==> config.mk <==
export PLATFORM = sky130hd
export DESIGN_NAME = mips_cpu_muldiv_flat
export DESIGN_NICKNAME = d
export VERILOG_FILES = /design/src/rtl/mips_cpu_muldiv_pkg.sv /design/src/rtl/mips_cpu_muldiv_if.sv /design/src/rtl/mips_cpu_muldiv.sv /design/src/flat_wrapper.sv
export SDC_FILE = /design/constraint.sdc
export NUM_CORES = 1
export LEC_CHECK = 0
export CORE_MARGIN = 3
export CORE_UTILIZATION = 40
export DETAILED_ROUTE_END_ITERATION = 10
export PLACE_DENSITY = 0.57
export REMOVE_ABC_BUFFERS = 1
export SYNTH_ARGS = -nofsm -noshare
export SYNTH_HDL_FRONTEND = slang
export SYNTH_SLANG_ARGS = --single-unit
==> constraint.sdc <==
create_clock -name clk -period 4.4 [get_ports clk]
set_input_delay 0.66 -clock clk [delete_from_list [all_inputs] [get_ports clk]]
set_output_delay 0.66 -clock clk [all_outputs]
set_load 0.02 [all_outputs]
==> src/rtl/mips_cpu_muldiv_pkg.sv <==
// Shared types for the HI/LO multiply/divide unit: operation codes and engine states.
package mips_cpu_muldiv_pkg;

   localparam int unsigned OP_W = 3;

   // Decoder mapping: funct 011000/011001/011010/011011/010001/010011
   typedef enum logic [OP_W-1:0] {
      MULT  = 3'd0,
      MULTU = 3'd1,
      DIV   = 3'd2,
      DIVU  = 3'd3,
      MTHI  = 3'd4,
      MTLO  = 3'd5
   } muldiv_op_t;

   typedef enum logic [1:0] {
      ST_IDLE = 2'd0,
      ST_MUL  = 2'd1,
      ST_DIV  = 2'd2,
      ST_FIX  = 2'd3
   } muldiv_state_t;

endpackage

==> src/rtl/mips_cpu_muldiv_if.sv <==
// Core <-> muldiv unit bundle: issue request from the core, busy/done and HI/LO back.
interface mips_cpu_muldiv_if #(
   parameter int unsigned WIDTH = 32
);
   import mips_cpu_muldiv_pkg::*;

   logic             start;
   muldiv_op_t       op;
   logic [WIDTH-1:0] rs_val;
   logic [WIDTH-1:0] rt_val;
   logic             busy;
   logic             done;
   logic [WIDTH-1:0] hi;
   logic [WIDTH-1:0] lo;

   modport master (
      output start, op, rs_val, rt_val,
      input  busy, done, hi, lo
   );

   modport slave (
      input  start, op, rs_val, rt_val,
      output busy, done, hi, lo
   );

endinterface

==> src/rtl/mips_cpu_muldiv.sv <==
// Iterative radix-2 multiply/divide unit owning HI/LO; one shared accumulator serves
// both the shift-add multiplier and the restoring divider, with sign fix-up at the end.
module mips_cpu_muldiv
   import mips_cpu_muldiv_pkg::*;
#(
   parameter int unsigned WIDTH = 32
) (
   input logic               clk,
   input logic               reset_n,
   input logic               clock_enable,
   mips_cpu_muldiv_if.slave  bus
);

   localparam int unsigned CNT_W = $clog2(WIDTH + 1);
   localparam int unsigned ACC_W = 2 * WIDTH;

   muldiv_state_t    state_q, state_d;
   logic [CNT_W-1:0] cnt_q, cnt_d;
   logic [ACC_W-1:0] acc_q, acc_d;
   logic [WIDTH-1:0] opb_q, opb_d;
   logic             neg_quo_q, neg_quo_d;
   logic             neg_rem_q, neg_rem_d;
   logic             is_div_q, is_div_d;
   logic             div_zero_q, div_zero_d;
   logic [WIDTH-1:0] hi_q, hi_d;
   logic [WIDTH-1:0] lo_q, lo_d;
   logic             busy_q, busy_d;
   logic             done_q, done_d;

   function automatic logic [WIDTH-1:0] neg_w(input logic [WIDTH-1:0] x);
      return ~x + WIDTH'(1);
   endfunction

   function automatic logic [ACC_W-1:0] neg_acc(input logic [ACC_W-1:0] x);
      return ~x + ACC_W'(1);
   endfunction

   // Issue-side operand conditioning: magnitudes and recorded result signs
   logic             op_signed;
   logic             op_div;
   logic [WIDTH-1:0] rs_abs;
   logic [WIDTH-1:0] rt_abs;

   assign op_signed = (bus.op == MULT) || (bus.op == DIV);
   assign op_div    = (bus.op == DIV)  || (bus.op == DIVU);
   assign rs_abs    = (op_signed && bus.rs_val[WIDTH-1]) ? neg_w(bus.rs_val) : bus.rs_val;
   assign rt_abs    = (op_signed && bus.rt_val[WIDTH-1]) ? neg_w(bus.rt_val) : bus.rt_val;

   // Multiply step: acc = {partial product, remaining multiplier bits}
   logic [WIDTH:0]   mul_sum;
   logic [ACC_W-1:0] mul_next;

   assign mul_sum  = {1'b0, acc_q[ACC_W-1:WIDTH]} + (acc_q[0] ? {1'b0, opb_q} : '0);
   assign mul_next = {mul_sum, acc_q[WIDTH-1:1]};

   // Divide step: acc = {partial remainder, dividend bits becoming quotient bits}
   logic [WIDTH:0]   rem_sh;
   logic [WIDTH:0]   div_diff;
   logic [ACC_W-1:0] div_next;

   assign rem_sh   = acc_q[ACC_W-1:WIDTH-1];
   assign div_diff = rem_sh - {1'b0, opb_q};
   assign div_next = div_diff[WIDTH]
                   ? {rem_sh[WIDTH-1:0],   acc_q[WIDTH-2:0], 1'b0}
                   : {div_diff[WIDTH-1:0], acc_q[WIDTH-2:0], 1'b1};

   // Sign-corrected results presented during the fix-up cycle
   logic [ACC_W-1:0] prod_fix;
   logic [WIDTH-1:0] quo_fix;
   logic [WIDTH-1:0] rem_fix;
   logic             last_step;

   assign prod_fix  = neg_quo_q ? neg_acc(acc_q) : acc_q;
   assign quo_fix   = neg_quo_q ? neg_w(acc_q[WIDTH-1:0]) : acc_q[WIDTH-1:0];
   assign rem_fix   = neg_rem_q ? neg_w(acc_q[ACC_W-1:WIDTH]) : acc_q[ACC_W-1:WIDTH];
   assign last_step = (cnt_q == CNT_W'(WIDTH - 1));

   // Next-state and register-update logic; a new issue overrides whatever is in flight
   always_comb begin
      state_d    = state_q;
      cnt_d      = cnt_q;
      acc_d      = acc_q;
      opb_d      = opb_q;
      neg_quo_d  = neg_quo_q;
      neg_rem_d  = neg_rem_q;
      is_div_d   = is_div_q;
      div_zero_d = div_zero_q;
      hi_d       = hi_q;
      lo_d       = lo_q;
      busy_d     = busy_q;
      done_d     = 1'b0;

      case (state_q)
         ST_MUL, ST_DIV: begin
            acc_d = (state_q == ST_MUL) ? mul_next : div_next;
            if (last_step) begin
               state_d = ST_FIX;
               cnt_d   = '0;
            end else begin
               cnt_d = cnt_q + CNT_W'(1);
            end
         end
         ST_FIX: begin
            if (is_div_q) begin
               hi_d = rem_fix;
               lo_d = div_zero_q ? '1 : quo_fix;
            end else begin
               hi_d = prod_fix[ACC_W-1:WIDTH];
               lo_d = prod_fix[WIDTH-1:0];
            end
            state_d = ST_IDLE;
            busy_d  = 1'b0;
            done_d  = 1'b1;
         end
         default: ;
      endcase

      if (bus.start) begin
         case (bus.op)
            MULT, MULTU, DIV, DIVU: begin
               state_d    = op_div ? ST_DIV : ST_MUL;
               cnt_d      = '0;
               acc_d      = {WIDTH'(0), (op_div ? rs_abs : rt_abs)};
               opb_d      = op_div ? rt_abs : rs_abs;
               neg_quo_d  = op_signed && (bus.rs_val[WIDTH-1] ^ bus.rt_val[WIDTH-1]);
               neg_rem_d  = op_signed && bus.rs_val[WIDTH-1];
               is_div_d   = op_div;
               div_zero_d = op_div && (bus.rt_val == '0);
               hi_d       = hi_q;
               lo_d       = lo_q;
               busy_d     = 1'b1;
               done_d     = 1'b0;
            end
            MTHI: begin
               state_d = ST_IDLE;
               cnt_d   = '0;
               hi_d    = bus.rs_val;
               lo_d    = lo_q;
               busy_d  = 1'b0;
               done_d  = 1'b0;
            end
            MTLO: begin
               state_d = ST_IDLE;
               cnt_d   = '0;
               hi_d    = hi_q;
               lo_d    = bus.rs_val;
               busy_d  = 1'b0;
               done_d  = 1'b0;
            end
            default: ;
         endcase
      end
   end

   always_ff @(posedge clk or negedge reset_n) begin
      if (!reset_n) begin
         state_q    <= ST_IDLE;
         cnt_q      <= '0;
         acc_q      <= '0;
         opb_q      <= '0;
         neg_quo_q  <= 1'b0;
         neg_rem_q  <= 1'b0;
         is_div_q   <= 1'b0;
         div_zero_q <= 1'b0;
         hi_q       <= '0;
         lo_q       <= '0;
         busy_q     <= 1'b0;
         done_q     <= 1'b0;
      end else if (clock_enable) begin
         state_q    <= state_d;
         cnt_q      <= cnt_d;
         acc_q      <= acc_d;
         opb_q      <= opb_d;
         neg_quo_q  <= neg_quo_d;
         neg_rem_q  <= neg_rem_d;
         is_div_q   <= is_div_d;
         div_zero_q <= div_zero_d;
         hi_q       <= hi_d;
         lo_q       <= lo_d;
         busy_q     <= busy_d;
         done_q     <= done_d;
      end
   end

   assign bus.busy = busy_q;
   assign bus.done = done_q;
   assign bus.hi   = hi_q;
   assign bus.lo   = lo_q;

endmodule

==> src/flat_wrapper.sv <==
// flat-port wrapper written by rule: the top's interface ports become plain ports
module mips_cpu_muldiv_flat import mips_cpu_muldiv_pkg::*;
#(
   parameter int unsigned WIDTH = 32
)
  (clk, reset_n, clock_enable, bus_start, bus_op, bus_rs_val, bus_rt_val, bus_busy, bus_done, bus_hi, bus_lo);
  mips_cpu_muldiv_if #(.WIDTH(WIDTH)) bus_i ();
  input logic clk;
  input logic reset_n;
  input logic clock_enable;
  input wire logic [$bits(bus_i.start)-1:0] bus_start;
  input wire logic [$bits(bus_i.op)-1:0] bus_op;
  input wire logic [$bits(bus_i.rs_val)-1:0] bus_rs_val;
  input wire logic [$bits(bus_i.rt_val)-1:0] bus_rt_val;
  output wire logic [$bits(bus_i.busy)-1:0] bus_busy;
  output wire logic [$bits(bus_i.done)-1:0] bus_done;
  output wire logic [$bits(bus_i.hi)-1:0] bus_hi;
  output wire logic [$bits(bus_i.lo)-1:0] bus_lo;
  assign bus_i.start = bus_start;
  assign bus_i.op = bus_op;
  assign bus_i.rs_val = bus_rs_val;
  assign bus_i.rt_val = bus_rt_val;
  assign bus_busy = bus_i.busy;
  assign bus_done = bus_i.done;
  assign bus_hi = bus_i.hi;
  assign bus_lo = bus_i.lo;
  mips_cpu_muldiv #(.WIDTH(WIDTH)) u_core (.clk(clk), .reset_n(reset_n), .clock_enable(clock_enable), .bus(bus_i));
endmodule
==> results.cfg <==
[timing]
setup-tns-final_ns = 0
setup_violations = 0
min_period_ns = 3.95
finalHoldViolations = 0
slew_headroom_pct = 32.5
skew_ns = 0.0151
post-route-period-util_pct = 89.9
worst_pin_slew_ns = 1.01
drv_slew = 0
hold_slack_ns = 0.303
max_freq_mhz = 253
rsz0062_at_grt = no

[power_and_ir_drop]
ir_drop_mv = 0.359
p_leak_nw = 7.18
power_density_nw_per_um2 = 678

[global_route]
grt_overflow_total = 0
grt_pass1_vias = 14885
track_usage_pct = 29.2
grt_pass1_wl_um = 89300
antenna_found_initial = 0
grt_max_degree = 101

[worst_setup_path]
max_stage_delay_ns = 0.46
reg2reg_to = u_core.acc_q[60]
ff2ff_setup_slack_ns = 0.45
rr_startpoint = u_core.acc_q[0]
cp_slowest_cell = dfrtp_1
startpoint_type = flop
path_class = flop to flop
cp.required_ns = 4.73
crit_fanout = 32
cp.arrival_ns = 4.28
end_kind = flop
path_cells = inv_1 > buf_4 > nor2_1 > ha_1 > a211o_1 > a211oi_1 > nor4_1 > o211ai_1 > o21ai_1 > a2111oi_0 > o21bai_1 > xor2_1 > a221o_1
ff2ff_path_depth = 13

[yosys]
synth_edf_count = 0
synth_top_area_share_pct = 29.1
ys_seq_area_share_pct = 29.1
synthArstFlopShare_pct = 100
syn_area_um2 = 15000
synthFlopType = dfrtp_1
ys_ff_latch = 174
yosys-top-cells-area = dfrtp_1 (29%), a21oi_1 (8.0%), ha_1 (6.0%)
yosysWarnings = 0
synth_cells = 1940
synth.distinct_cells = 77
synth_common_cells = a21oi_1 (238), nor2_1 (201), nand2_1 (177), dfrtp_1 (174), o21ai_0 (121)
synth_most_common_cell = a21oi_1
synth_area_per_cell_um2 = 7.71
synth_top_cell_by_area = dfrtp_1

[routing]
ant_nets = 0
drc = 0
avgViaCountPerCell = 6.13
drtPass1Iterations = 8
wl_per_cell_um = 23.2
drt_iter0_drc = 1530
drt-total-wl_um = 58100
vias = 15308

[die]
die_x_um = 199
ios = 137
start_util_pct = 40.8
die_area_um2 = 39800
core_um2 = 36700
die_h_um = 199
fp-row-count = 70

[clocking]
clk_latency_ns = 0.45
clockBufferDepth = 2
htree_levels = 4
clock_sink_count = 174
cts_setup_buffers = 0
cts_tree = built
cts_root_buf = clkbuf_16
cts_resized = 0
cts_hold_buf = 0
cts_buffers = 17
clkTransAtPathRegs_ns = 0.08

[cells_and_area]
drive_gt1_share_pct = 6.41
ff_latch_area_um2 = 4350
area.growth.synth_to_final_pct = 16.9
fin_area_um2 = 17500
n_antenna_cell = 0
final_cells = 2497
fillers = 3665
fin_nets = 2162
multi_input_area_um2 = 9920

[outcome]
status = completed

[placed_design]
port_buffers = 136
place_area_um2 = 16900
place_inst = 2466
place_congestion = 0.985
hpwlAfterDp_um = 44000

[flow_run]
max_cap_viol_count = 0

[min_path]
hold_path.class = input port to asynchronous set/reset pin
## per-stage QoR
stage,setup WS [ns],power (mW),utilization (%)
2_1_floorplan,-2.15,7.58,-
3_3_place_gp,0.603,10.1,46.0
3_5_place_dp,0.546,10.1,46.0
4_1_cts,0.543,11.8,47.6
5_1_grt,0.136,12.7,47.6
6_report,0.446,11.8,47.6
## report_power, final
| group | internal [mW] | leakage [nW] | switching, mW |
|---|---|---|---|
| registers | 2.22 | 2.09 | 0.927 |
| clock network | 0.913 | 0.291 | 0.717 |
| logic | 2.99 | 4.80 | 4.09 |
| total | 6.12 | 7.18 | 5.73 |
## registers in the layout, indices dropped and copies added (netlist names)
register	cells
u_core.acc_q	64
u_core.bus.hi	32
u_core.bus.lo	32
u_core.opb_q	32
u_core.cnt_q	6
u_core.state_q	2
u_core.bus.busy	1
u_core.bus.done	1
u_core.div_zero_q	1
u_core.is_div_q	1
u_core.neg_quo_q	1
u_core.neg_rem_q	1
## critical path: cells and delay by family, from the launching register on
kind,cells,cell delay (ns)
compound gates,7,2.12
flops,1,0.46
buf+inv,2,0.46
fa+ha+maj,1,0.31
simple gates,2,0.29
xor+xnor,1,0.16
## how the worst max path moves through the flow
stage	start	to	slack (ns)	cells past startpoint
5_1_grt	u_core.acc_q[0]	u_core.acc_q[60]	0.14	13
3_5_place_dp	bus_rt_val[8]	u_core.acc_q[30]	0.55	12
4_1_cts	u_core.acc_q[0]	u_core.acc_q[62]	0.54	14
3_3_place_gp	bus_rt_val[8]	u_core.acc_q[30]	0.60	12
6_report	u_core.acc_q[0]	u_core.acc_q[60]	0.45	13
2_1_floorplan	u_core.acc_q[31]	u_core.acc_q[32]	-2.15	14
## cells in the final DEF (no fill, tap or decap), drive strengths merged, types with 16 or more instances in the layout
cell type and count:
a21oi 238, nor2 201, nand2 177, o21ai 175
dfrtp 174, clkdlybuf4s50 134, xnor2 95, xor2 78
o22ai 72, ha 72, inv 69, buf 48
nor3 40, mux2 26, a22oi 26, a21o 24
clkbuf 24, o31ai 23, nand4 20, mux2i 20
nor4 20, nand3 19, nand2b 16
## cells by family (layout without fill, tap and decap cells)
| group | after synthesis | in the layout | share of synthesized area (%) |
|---|---|---|---|
| xor+xnor | 173 | 173 | 10.1 |
| flops | 174 | 174 | 29.1 |
| mux | 46 | 46 | 3.29 |
| compound gates | 694 | 694 | 28.1 |
| simple gates | 585 | 585 | 18.2 |
| buf+inv | 194 | 283 | 4.93 |
| fa+ha+maj | 74 | 74 | 6.29 |
## per-layer routing
layer	routed length (um)	part of all wire [%]	up-vias	GRT usage, %
met3	4270	7.4	116	5.26
met1	25900	45	7383	40.7
met4	2300	4.0	0	11.4
met5	0	0	-	0
li1	-	-	7191	-
met2	25600	44	618	45.3
## final cells by class
type | instances | area share, %
inverter | 69 | 1.48
timing repair buffer | 183 | 10.1
sequential | 174 | 24.9
tap | 468 | 3.35
multi-input combinational | 1572 | 56.7
clock buffer | 23 | 2.85
clock inverter | 8 | 0.608
No activity file was read; power rests on OpenSTA's default activity.
